===== config.mk =====
export PLATFORM = sky130hd
export DESIGN_NAME = rtc_write
export DESIGN_NICKNAME = d
export VERILOG_FILES = /design/src/rtl/rtc_write_pkg.sv /design/src/rtl/rtc_phase_timer.sv /design/src/rtl/rtc_write.sv
export SDC_FILE = /design/constraint.sdc
export NUM_CORES = 1
export LEC_CHECK = 0
export ABC_AREA = 0
export CORE_MARGIN = 1.5
export CORE_UTILIZATION = 51
export CTS_CLUSTER_DIAMETER = 100
export DETAILED_ROUTE_END_ITERATION = 6
export PLACE_DENSITY_LB_ADDON = 0.15
export REMOVE_ABC_BUFFERS = 1
export SYNTH_ARGS = -nofsm -noshare
export SYNTH_HDL_FRONTEND = slang
export SYNTH_HIERARCHICAL = 1
export SYNTH_SLANG_ARGS = --single-unit
export TNS_END_PERCENT = 100

===== constraint.sdc =====
create_clock -name clk -period 2.51 [get_ports clk]
set_clock_uncertainty 0.2 [all_clocks]
set_input_delay 0.6275 -clock clk [delete_from_list [all_inputs] [get_ports clk]]
set_output_delay 0.6275 -clock clk [all_outputs]
set_load 0.01 [all_outputs]

===== src/rtl/rtc_write_pkg.sv =====
// Shared definitions for the RTC write sequencer: FSM encoding, default
// strobe timings and the AoD levels used on the multiplexed bus.
package rtc_write_pkg;

    localparam logic [3:0] ST_IDLE    = 4'd0;
    localparam logic [3:0] ST_A_SETUP = 4'd1;
    localparam logic [3:0] ST_A_PULSE = 4'd2;
    localparam logic [3:0] ST_A_HOLD  = 4'd3;
    localparam logic [3:0] ST_GAP     = 4'd4;
    localparam logic [3:0] ST_D_SETUP = 4'd5;
    localparam logic [3:0] ST_D_PULSE = 4'd6;
    localparam logic [3:0] ST_D_HOLD  = 4'd7;
    localparam logic [3:0] ST_DONE    = 4'd8;

    localparam int T_SETUP_DEF = 2;
    localparam int T_PULSE_DEF = 5;
    localparam int T_HOLD_DEF  = 2;
    localparam int T_GAP_DEF   = 4;

    localparam logic AOD_ADDR = 1'b0;
    localparam logic AOD_DATA = 1'b1;

    // The timer counts down to zero, so a phase of N cycles reloads N-1.
    function automatic logic [3:0] phase_load(input int cycles);
        return 4'(cycles - 1);
    endfunction

endpackage


===== src/rtl/rtc_phase_timer.sv =====
// Loadable 4-bit down-counter; zero marks the last cycle of the current phase.
module rtc_phase_timer (
    input  logic       clk,
    input  logic       reset,
    input  logic       load,
    input  logic [3:0] load_val,
    output logic       zero
);

    logic [3:0] count_r;

    // Reload on phase entry, otherwise count down and park at zero.
    always_ff @(posedge clk or posedge reset) begin
        if (reset) begin
            count_r <= 4'd0;
        end else if (load) begin
            count_r <= load_val;
        end else if (count_r != 4'd0) begin
            count_r <= count_r - 4'd1;
        end else begin
            count_r <= count_r;
        end
    end

    assign zero = (count_r == 4'd0);

endmodule


===== src/rtl/rtc_write.sv =====
// RTC bus write sequencer: address phase, CS-high gap, data phase, done pulse.
// Optional one-entry request queue enabled by defining RTC_WRITE_QUEUE_EN.
module rtc_write
    import rtc_write_pkg::*;
#(
    parameter int T_SETUP = T_SETUP_DEF,
    parameter int T_PULSE = T_PULSE_DEF,
    parameter int T_HOLD  = T_HOLD_DEF,
    parameter int T_GAP   = T_GAP_DEF
) (
    input  logic       clk,
    input  logic       reset,
    input  logic       start,
    input  logic [7:0] addr,
    input  logic [7:0] data,
    output logic       busy,
    output logic       done,
    output logic       pending,
    output logic       ChipSelect,
    output logic       Read,
    output logic       Write,
    output logic       AoD,
    output logic [7:0] bus_out,
    output logic       bus_oe
);

    logic [3:0] state_r, state_next_s, load_val_s;
    logic       load_s, zero_s, take_q_s;
    logic [7:0] addr_r, data_r, addr_next_s, data_next_s, q_addr_s, q_data_s;
    logic       cs_s, wr_s, aod_s, oe_s, busy_s, done_s;
    logic [7:0] bus_s;

    rtc_phase_timer u_timer (
        .clk      (clk),
        .reset    (reset),
        .load     (load_s),
        .load_val (load_val_s),
        .zero     (zero_s)
    );

`ifdef RTC_WRITE_QUEUE_EN
    logic       pend_r;
    logic [7:0] q_addr_r, q_data_r;

    assign take_q_s = (state_r == ST_DONE) && pend_r;

    // One-entry holding register; requests in IDLE or DONE are not queued.
    always_ff @(posedge clk or posedge reset) begin
        if (reset) begin
            pend_r   <= 1'b0;
            q_addr_r <= 8'd0;
            q_data_r <= 8'd0;
        end else if (take_q_s) begin
            pend_r <= 1'b0;
        end else if (start && !pend_r && (state_r != ST_IDLE) && (state_r != ST_DONE)) begin
            pend_r   <= 1'b1;
            q_addr_r <= addr;
            q_data_r <= data;
        end else begin
            pend_r <= pend_r;
        end
    end

    assign q_addr_s = q_addr_r;
    assign q_data_s = q_data_r;
    assign pending  = pend_r;
`else
    assign take_q_s = 1'b0;
    assign q_addr_s = 8'd0;
    assign q_data_s = 8'd0;
    assign pending  = 1'b0;
`endif

    // Next state, phase reload value and next latched address/data.
    always_comb begin
        state_next_s = state_r;
        load_val_s   = 4'd0;
        addr_next_s  = addr_r;
        data_next_s  = data_r;
        case (state_r)
            ST_IDLE: begin
                if (start) begin
                    state_next_s = ST_A_SETUP;
                    load_val_s   = phase_load(T_SETUP);
                    addr_next_s  = addr;
                    data_next_s  = data;
                end else begin
                    state_next_s = ST_IDLE;
                end
            end
            ST_A_SETUP: if (zero_s) begin state_next_s = ST_A_PULSE; load_val_s = phase_load(T_PULSE); end
                        else begin state_next_s = ST_A_SETUP; end
            ST_A_PULSE: if (zero_s) begin state_next_s = ST_A_HOLD;  load_val_s = phase_load(T_HOLD);  end
                        else begin state_next_s = ST_A_PULSE; end
            ST_A_HOLD:  if (zero_s) begin state_next_s = ST_GAP;     load_val_s = phase_load(T_GAP);   end
                        else begin state_next_s = ST_A_HOLD; end
            ST_GAP:     if (zero_s) begin state_next_s = ST_D_SETUP; load_val_s = phase_load(T_SETUP); end
                        else begin state_next_s = ST_GAP; end
            ST_D_SETUP: if (zero_s) begin state_next_s = ST_D_PULSE; load_val_s = phase_load(T_PULSE); end
                        else begin state_next_s = ST_D_SETUP; end
            ST_D_PULSE: if (zero_s) begin state_next_s = ST_D_HOLD;  load_val_s = phase_load(T_HOLD);  end
                        else begin state_next_s = ST_D_PULSE; end
            ST_D_HOLD:  if (zero_s) begin state_next_s = ST_DONE;    load_val_s = 4'd0;                end
                        else begin state_next_s = ST_D_HOLD; end
            ST_DONE: begin
                if (take_q_s) begin
                    state_next_s = ST_A_SETUP;
                    load_val_s   = phase_load(T_SETUP);
                    addr_next_s  = q_addr_s;
                    data_next_s  = q_data_s;
                end else begin
                    state_next_s = ST_IDLE;
                end
            end
            default: state_next_s = ST_IDLE;
        endcase
    end

    assign load_s = (state_next_s != state_r);

    // Output levels decoded from the next state so the strobes leave registers.
    always_comb begin
        cs_s   = 1'b1;
        wr_s   = 1'b1;
        aod_s  = AOD_DATA;
        oe_s   = 1'b0;
        bus_s  = 8'd0;
        busy_s = 1'b1;
        done_s = 1'b0;
        case (state_next_s)
            ST_IDLE: busy_s = 1'b0;
            ST_A_SETUP, ST_A_PULSE, ST_A_HOLD: begin
                cs_s  = 1'b0;
                aod_s = AOD_ADDR;
                oe_s  = 1'b1;
                bus_s = addr_next_s;
                wr_s  = (state_next_s == ST_A_PULSE) ? 1'b0 : 1'b1;
            end
            ST_GAP: aod_s = AOD_ADDR; // AoD flips at D_SETUP entry, with CS still high
            ST_D_SETUP, ST_D_PULSE, ST_D_HOLD: begin
                cs_s  = 1'b0;
                aod_s = AOD_DATA;
                oe_s  = 1'b1;
                bus_s = data_next_s;
                wr_s  = (state_next_s == ST_D_PULSE) ? 1'b0 : 1'b1;
            end
            ST_DONE: done_s = 1'b1;
            default: busy_s = 1'b0;
        endcase
    end

    // State, latched transfer values and registered outputs.
    always_ff @(posedge clk or posedge reset) begin
        if (reset) begin
            state_r    <= ST_IDLE;
            addr_r     <= 8'd0;
            data_r     <= 8'd0;
            ChipSelect <= 1'b1;
            Read       <= 1'b1;
            Write      <= 1'b1;
            AoD        <= AOD_DATA;
            bus_oe     <= 1'b0;
            bus_out    <= 8'd0;
            busy       <= 1'b0;
            done       <= 1'b0;
        end else begin
            state_r    <= state_next_s;
            addr_r     <= addr_next_s;
            data_r     <= data_next_s;
            ChipSelect <= cs_s;
            Read       <= 1'b1;
            Write      <= wr_s;
            AoD        <= aod_s;
            bus_oe     <= oe_s;
            bus_out    <= bus_s;
            busy       <= busy_s;
            done       <= done_s;
        end
    end

endmodule


=== Yosys cells after proc, flatten, opt, wreduce, memory -nomap -nowiden ===
Index checks and enable logic that the tools add are counted.

* Register bits: 38
* Logic and storage cells: 67
* Output and inout port bits: 16

* Reductions and logical operators: 11
* Equal/unequal tests: 16
* Muxes and demuxes: 28
* $add $sub $neg: 1

{| class="wikitable"
|+ Operators by type and width
! operator !! number
|-
| 4-bit by 3-bit equality test with 1-bit output, second input constant || 8
|-
| 8-bit two-way mux || 4
|-
| 4-bit one-hot mux with 8 select lines || 1
|-
| 4-bit by 2-bit equality test with 1-bit output, second input constant || 4
|-
| 8-bit one-hot mux with 2 select lines || 1
|-
| 1-bit two-way mux || 12
|-
| 4-bit two-way mux || 3
|-
| 3-bit one-hot mux with 4 select lines || 1
|-
| 3-bit OR reduction || 3
|-
| 4-bit by 1-bit equality test with 1-bit output, second input constant || 2
|-
| 4-bit zero test || 2
|-
| 8-bit OR reduction || 1
|-
| 2-bit two-way mux || 3
|-
| 3-bit two-way mux || 2
|-
| 6-bit OR reduction || 1
|-
| 4-bit equality test, second input constant || 1
|-
| 4-bit != test || 1
|-
| 4-bit nonzero test || 1
|-
| 4-bit OR reduction || 1
|-
| 4-bit by 1-bit subtractor with 4-bit output, second input constant || 1
|-
| 1-bit one-hot mux with 2 select lines || 1
|-
| 2-bit nonzero test || 1
|-
| 2-bit OR reduction || 1
|}

=== Longest topological paths before layout ===
* Depth after elaboration: 6
* Gate-level depth with buffers: 9

=== Cells and area by module ===
The synthesis kept the hierarchy.

{| class="wikitable"
|+ Modules (own cells, without submodules)
! module !! sequential area each (um^2) !! times used !! cells each !! area each (um^2)
|-
| rtc_write || 854.6 || 1 || 120 || 1555.2
|-
| rtc_phase_timer || 100.1 || 1 || 23 || 236.5
|}

=== Worst setup path after synthesis ===
No wires, ideal clock.

* Path type: register -> register
* Start point: reg u_timer.count_r[0]
* End point: reg u_timer.count_r[3]
* Arrival time: 1913 ps
* Library setup time: 126 ps
* Cell stages (with the launch flop): 10
* Path slack: 271 ps
* Period minus slack after synthesis: 2239 ps
* Buffers on the path: 2
* Cells stage by stage: dfrtp_1 -> inv_1 -> ha_1 -> nor3b_4 -> clkbuf_1 -> nor2_1 -> o21bai_1 -> clkbuf_1 -> nor3_1 -> a221o_1

* Longest elaborated chain between the ends: 5
* Elaborated cells between the ends (all ways): 15
* Classes of those cells: add/sub (1); eq/ne (1); mux (10); reduce/logical (3)

{| class="wikitable"
|+ Ends and longest elaborated chain
! item !! RTL line !! text
|-
| from (decl) || rtc_phase_timer.sv:10 || <nowiki>logic [3:0] count_r;</nowiki>
|-
| from (signal assigned) || rtc_phase_timer.sv:17 || <nowiki>count_r <= load_val;</nowiki>
|-
| from (signal assigned) || rtc_phase_timer.sv:19 || <nowiki>count_r <= count_r - 4'd1;</nowiki>
|-
| from (signal assigned) || rtc_phase_timer.sv:21 || <nowiki>count_r <= count_r;</nowiki>
|-
| 4-bit zero test (*) || rtc_phase_timer.sv:25 || <nowiki>assign zero = (count_r == 4'd0);</nowiki>
|-
| net zero_s || rtc_write.sv:28 || <nowiki>logic load_s, zero_s, take_q_s;</nowiki>
|-
| 4-bit two-way mux, or another cell as far along || rtc_write.sv:103 || <nowiki>ST_D_HOLD: if (zero_s) begin state_next_s = ST_DONE; load_val_s = 4'd0; end</nowiki>
|-
| 4-bit one-hot mux with 8 select lines (*) || rtc_write.sv:80 || <nowiki>case (state_r)</nowiki>
|-
| 4-bit != test (*) || rtc_write.sv:119 || <nowiki>assign load_s = (state_next_s != state_r);</nowiki>
|-
| net load_s || rtc_write.sv:28 ||
|-
| 4-bit two-way mux or 2-bit nonzero test (tied branches) || n/a ||
|}

The timed path passes the listed nets; every way through them passes the cells marked *. The select of a mux whose other input is x is not followed.
A chain may end at the register's enable or synchronous reset.

=== Worst setup path after layout ===
* Start point: reg AoD
* End point: out AoD

{| class="wikitable"
|+ RTL lines
! item !! RTL line !! text
|-
| from (decl) || rtc_write.sv:22 || <nowiki>output logic AoD,</nowiki>
|-
| from (signal assigned) || rtc_write.sv:173 || <nowiki>AoD <= aod_s;</nowiki>
|}

No word-level cell between the ends.

==> flow_summary.yaml <==
worst_setup_path:
  crit_arrival_ns: 1.39
  critical_path_class: "flop to output pin"
  crit_path_start_kind: "flop"
  cp.buffers_inverters: 1
  worst_path_largest_cell_delay_ns: 0.53
  crit_chain: "clkdlybuf4s50_1"
  cp_max_fo: 1
  worst_ep_required_time_ns: 1.68
  reg2reg_setup_slack_ns: 0.38
  path_delay_family: "flip-flops"
  endpoint_type_of_the_worst_setup_path: "output pin"
  crit_path_top_delay_cell: "dfstp_2"
synthesis:
  netlist-cell-type-count: 38
  syn_inst: 143
  syn-mean-instance-area_sq_um: 12.5
  synth_sequential_area_ratio: 0.533
  synth_area_sq_um: 1790
  ys_warn_count: 6
  ys_ff_latch: 38
clock_network:
  cts_post_setup_buffers_inserted: 0
  cts.root.buffer_cell: "clkbuf_4"
  tritoncts_num_sinks: 38
  insertion_delay_ns: 0.33
  cts_tree: "built"
  cts_resized: 0
  number_of_buffers_inserted_during_clock_tree_synthesis: 5
  postCtsHoldBufs: 0
  clkTransAtPathRegs_ns: 0.10
  cts-root-to-sink-buffers: 2
  cts-htree-levels: 2
pwr:
  pwr_density_nw_per_um2: 1230
  static-leakage-power_nw: 0.999
  vdd_ir_drop_max_mv: 0.719
floorplanning:
  design.portCount: 35
  die_h_um: 62.3
  floorplan.initialDensity: 0.533
  placeableCoreArea_sq_um: 3360
  die_x_um: 62.3
  core.rowCount: 21
  die-area_sq_um: 3880
routing:
  antenna_violating_nets_post_route: 0
  first_iter_violations: 77
  vias: 1211
  detail_route.vias_per_cell: 5.31
  drt_drc_violations_left: 0
  routed_wire_length_per_instance_um: 14.2
  detailed_routing_iteration_count_for_the_pre_antenna_repair_pass: 6
  wirelength_um: 3240
global_route:
  grt_antenna_before_repair: 0
  gr-usage-all-layers: 0.188
  grt_max_degree: 27
  grt_first_pass_wirelength_um: 5660
  first_global_vias: 1265
  global_route.overflow_total: 0
hold_path:
  hold_class: "input pin to asynchronous set/reset pin"
sta:
  period_minus_slack_ns: 2.21
  rsz0062_at_grt: "no"
  achievable-frequency_mhz: 452
  fin_tns_setup_ns: 0
  hold_viol: 0
  timing_max_transition_violations_final: 0
  finalSetupViolCount: 0
  post-route-period-util: 0.882
place:
  inst_count_dp: 220
  detailed_place_hpwl_um: 2370
  place.port_buffers: 32
  place.gp.congestion: 0.760
cells_and_area:
  fill_cells: 294
  area_delta_synth_final_pct: 26.0
  net_count_final: 201
  finish.cell_count_without_fillers: 228
  fraction_of_layout_instances_using_a_drive_strength_above_1: 0.291
  antenna_cells: 0
flow_run:
  drv.max_cap_violation_count: 0
outcome:
  status: "completed"
-- stage by stage --
stage	hold slack (ns)	cell area [sq um]	utilization	total power, mW	worst slack, ns
2_1_floorplan	0.194	1730	-	1.95	0.356
3_3_place_gp	0.279	2180	0.648	2.35	0.103
3_5_place_dp	0.284	2180	0.648	2.42	0.0619
4_1_cts	0.293	2260	0.672	2.81	0.271
5_1_grt	0.293	2260	0.672	2.98	0.208
6_report	0.300	2260	0.672	2.77	0.296
-- cells by family (layout without fill, tap and decap cells) --
group                    count (synthesis)  in the layout  synth area share
AO/OA/AOI/OAI                           19             19            0.0908
XOR/XNOR                                 3              3            0.0147
adder cells (fa/ha/maj)                  1              1           0.00698
buffers and inverters                   16             54            0.0447
flip-flops                              38             38             0.533
multiplexers                            28             28             0.175
other                                    2              3           0.00419
AND/OR/NAND/NOR                         36             36             0.131
-- cell usage in the layout, fill, tap and decap left out, types with 3 or more instances in the layout --
master and n:
conb_1 3, clkdlybuf4s50_1 32, nor3b_1 3, nand2b_1 9, inv_1 5, mux2_2 26
dfrtp_1 35, dfstp_2 3, nand2_1 5, nor2_1 6, nor3_1 5, buf_4 9
clkbuf_8 3, clkbuf_4 5, o211a_1 8
-- where the power goes --
| part | leakage (nW) | switching, mW | total, mW | internal [mW] |
|---|---|---|---|---|
| Sequential | 0.452 | 0.179 | 1.09 | 0.914 |
| Clock | 0.0446 | 0.187 | 0.378 | 0.191 |
| Combinational | 0.503 | 0.563 | 1.30 | 0.740 |
-- path summary, 6_finish.rpt --
path                               startpoint            endpoint  depth (start not counted)
setup / recovery                          AoD                 AoD                          1
hold / removal                          reset  u_timer/count_r[1]                          2
setup reg to reg           u_timer/count_r[0]          bus_out[3]                          7
hold reg to reg                     data_r[4]           data_r[4]                          1
max in group asynchronous               reset               Write                          3
min in group clk                    data_r[4]           data_r[4]                          1
-- sequential cells by signal, indices dropped and copies added, names as in the netlist --
register / flops
u_timer/count_r: 4
addr_r: 8
done: 1
bus_out: 8
busy: 1
Write: 1
data_r: 8
AoD: 1
state_r: 4
ChipSelect: 1
bus_oe: 1
-- per-layer routing --
| metal | GRT usage | wire length (um) | up-vias |
|---|---|---|---|
| li1 | - | - | 574 |
| met1 | 0.210 | 1290 | 603 |
| met2 | 0.337 | 1760 | 30 |
| met3 | 0.0598 | 134 | 4 |
| met4 | 0.0694 | 53 | 0 |
| met5 | 0 | 0 | - |
-- Yosys cell counts (all sizes together) --
cell | n | area share
o21bai | 1 | 0.0042
nor3b | 4 | 0.023
a221o | 1 | 0.0056
and3b | 1 | 0.0049
o21ai | 2 | 0.0056
o31ai | 1 | 0.0042
a211oi | 1 | 0.0042
dfstp | 3 | 0.044
nor2 | 7 | 0.019
mux2i | 2 | 0.011
nor4 | 1 | 0.0035
mux2 | 26 | 0.16
ha | 1 | 0.0070
nand3 | 2 | 0.0084
nor4b | 1 | 0.013
a211o | 1 | 0.0049
a221oi | 1 | 0.0049
nand2 | 5 | 0.010
dfrtp | 35 | 0.49
buf | 8 | 0.028
conb | 2 | 0.0042
inv | 5 | 0.010
xor2 | 2 | 0.0098
or2 | 1 | 0.0035
clkbuf | 3 | 0.0063
nor3 | 5 | 0.014
xnor2 | 1 | 0.0049
a21oi | 2 | 0.0077
o211a | 8 | 0.045
nand2b | 9 | 0.031
a31o | 1 | 0.0049
-- layout make-up --
type                            count  area, sq um  area share
Clock buffer                        8         78.8      0.0349
Inverter                            5         18.8     0.00831
Multi-Input combinational cell     90          761       0.337
Sequential cell                    38          955       0.423
Tap cell                           46         57.6      0.0255
Timing Repair Buffer               41          388       0.172
Note: power is estimated with default switching activity, not from simulation.
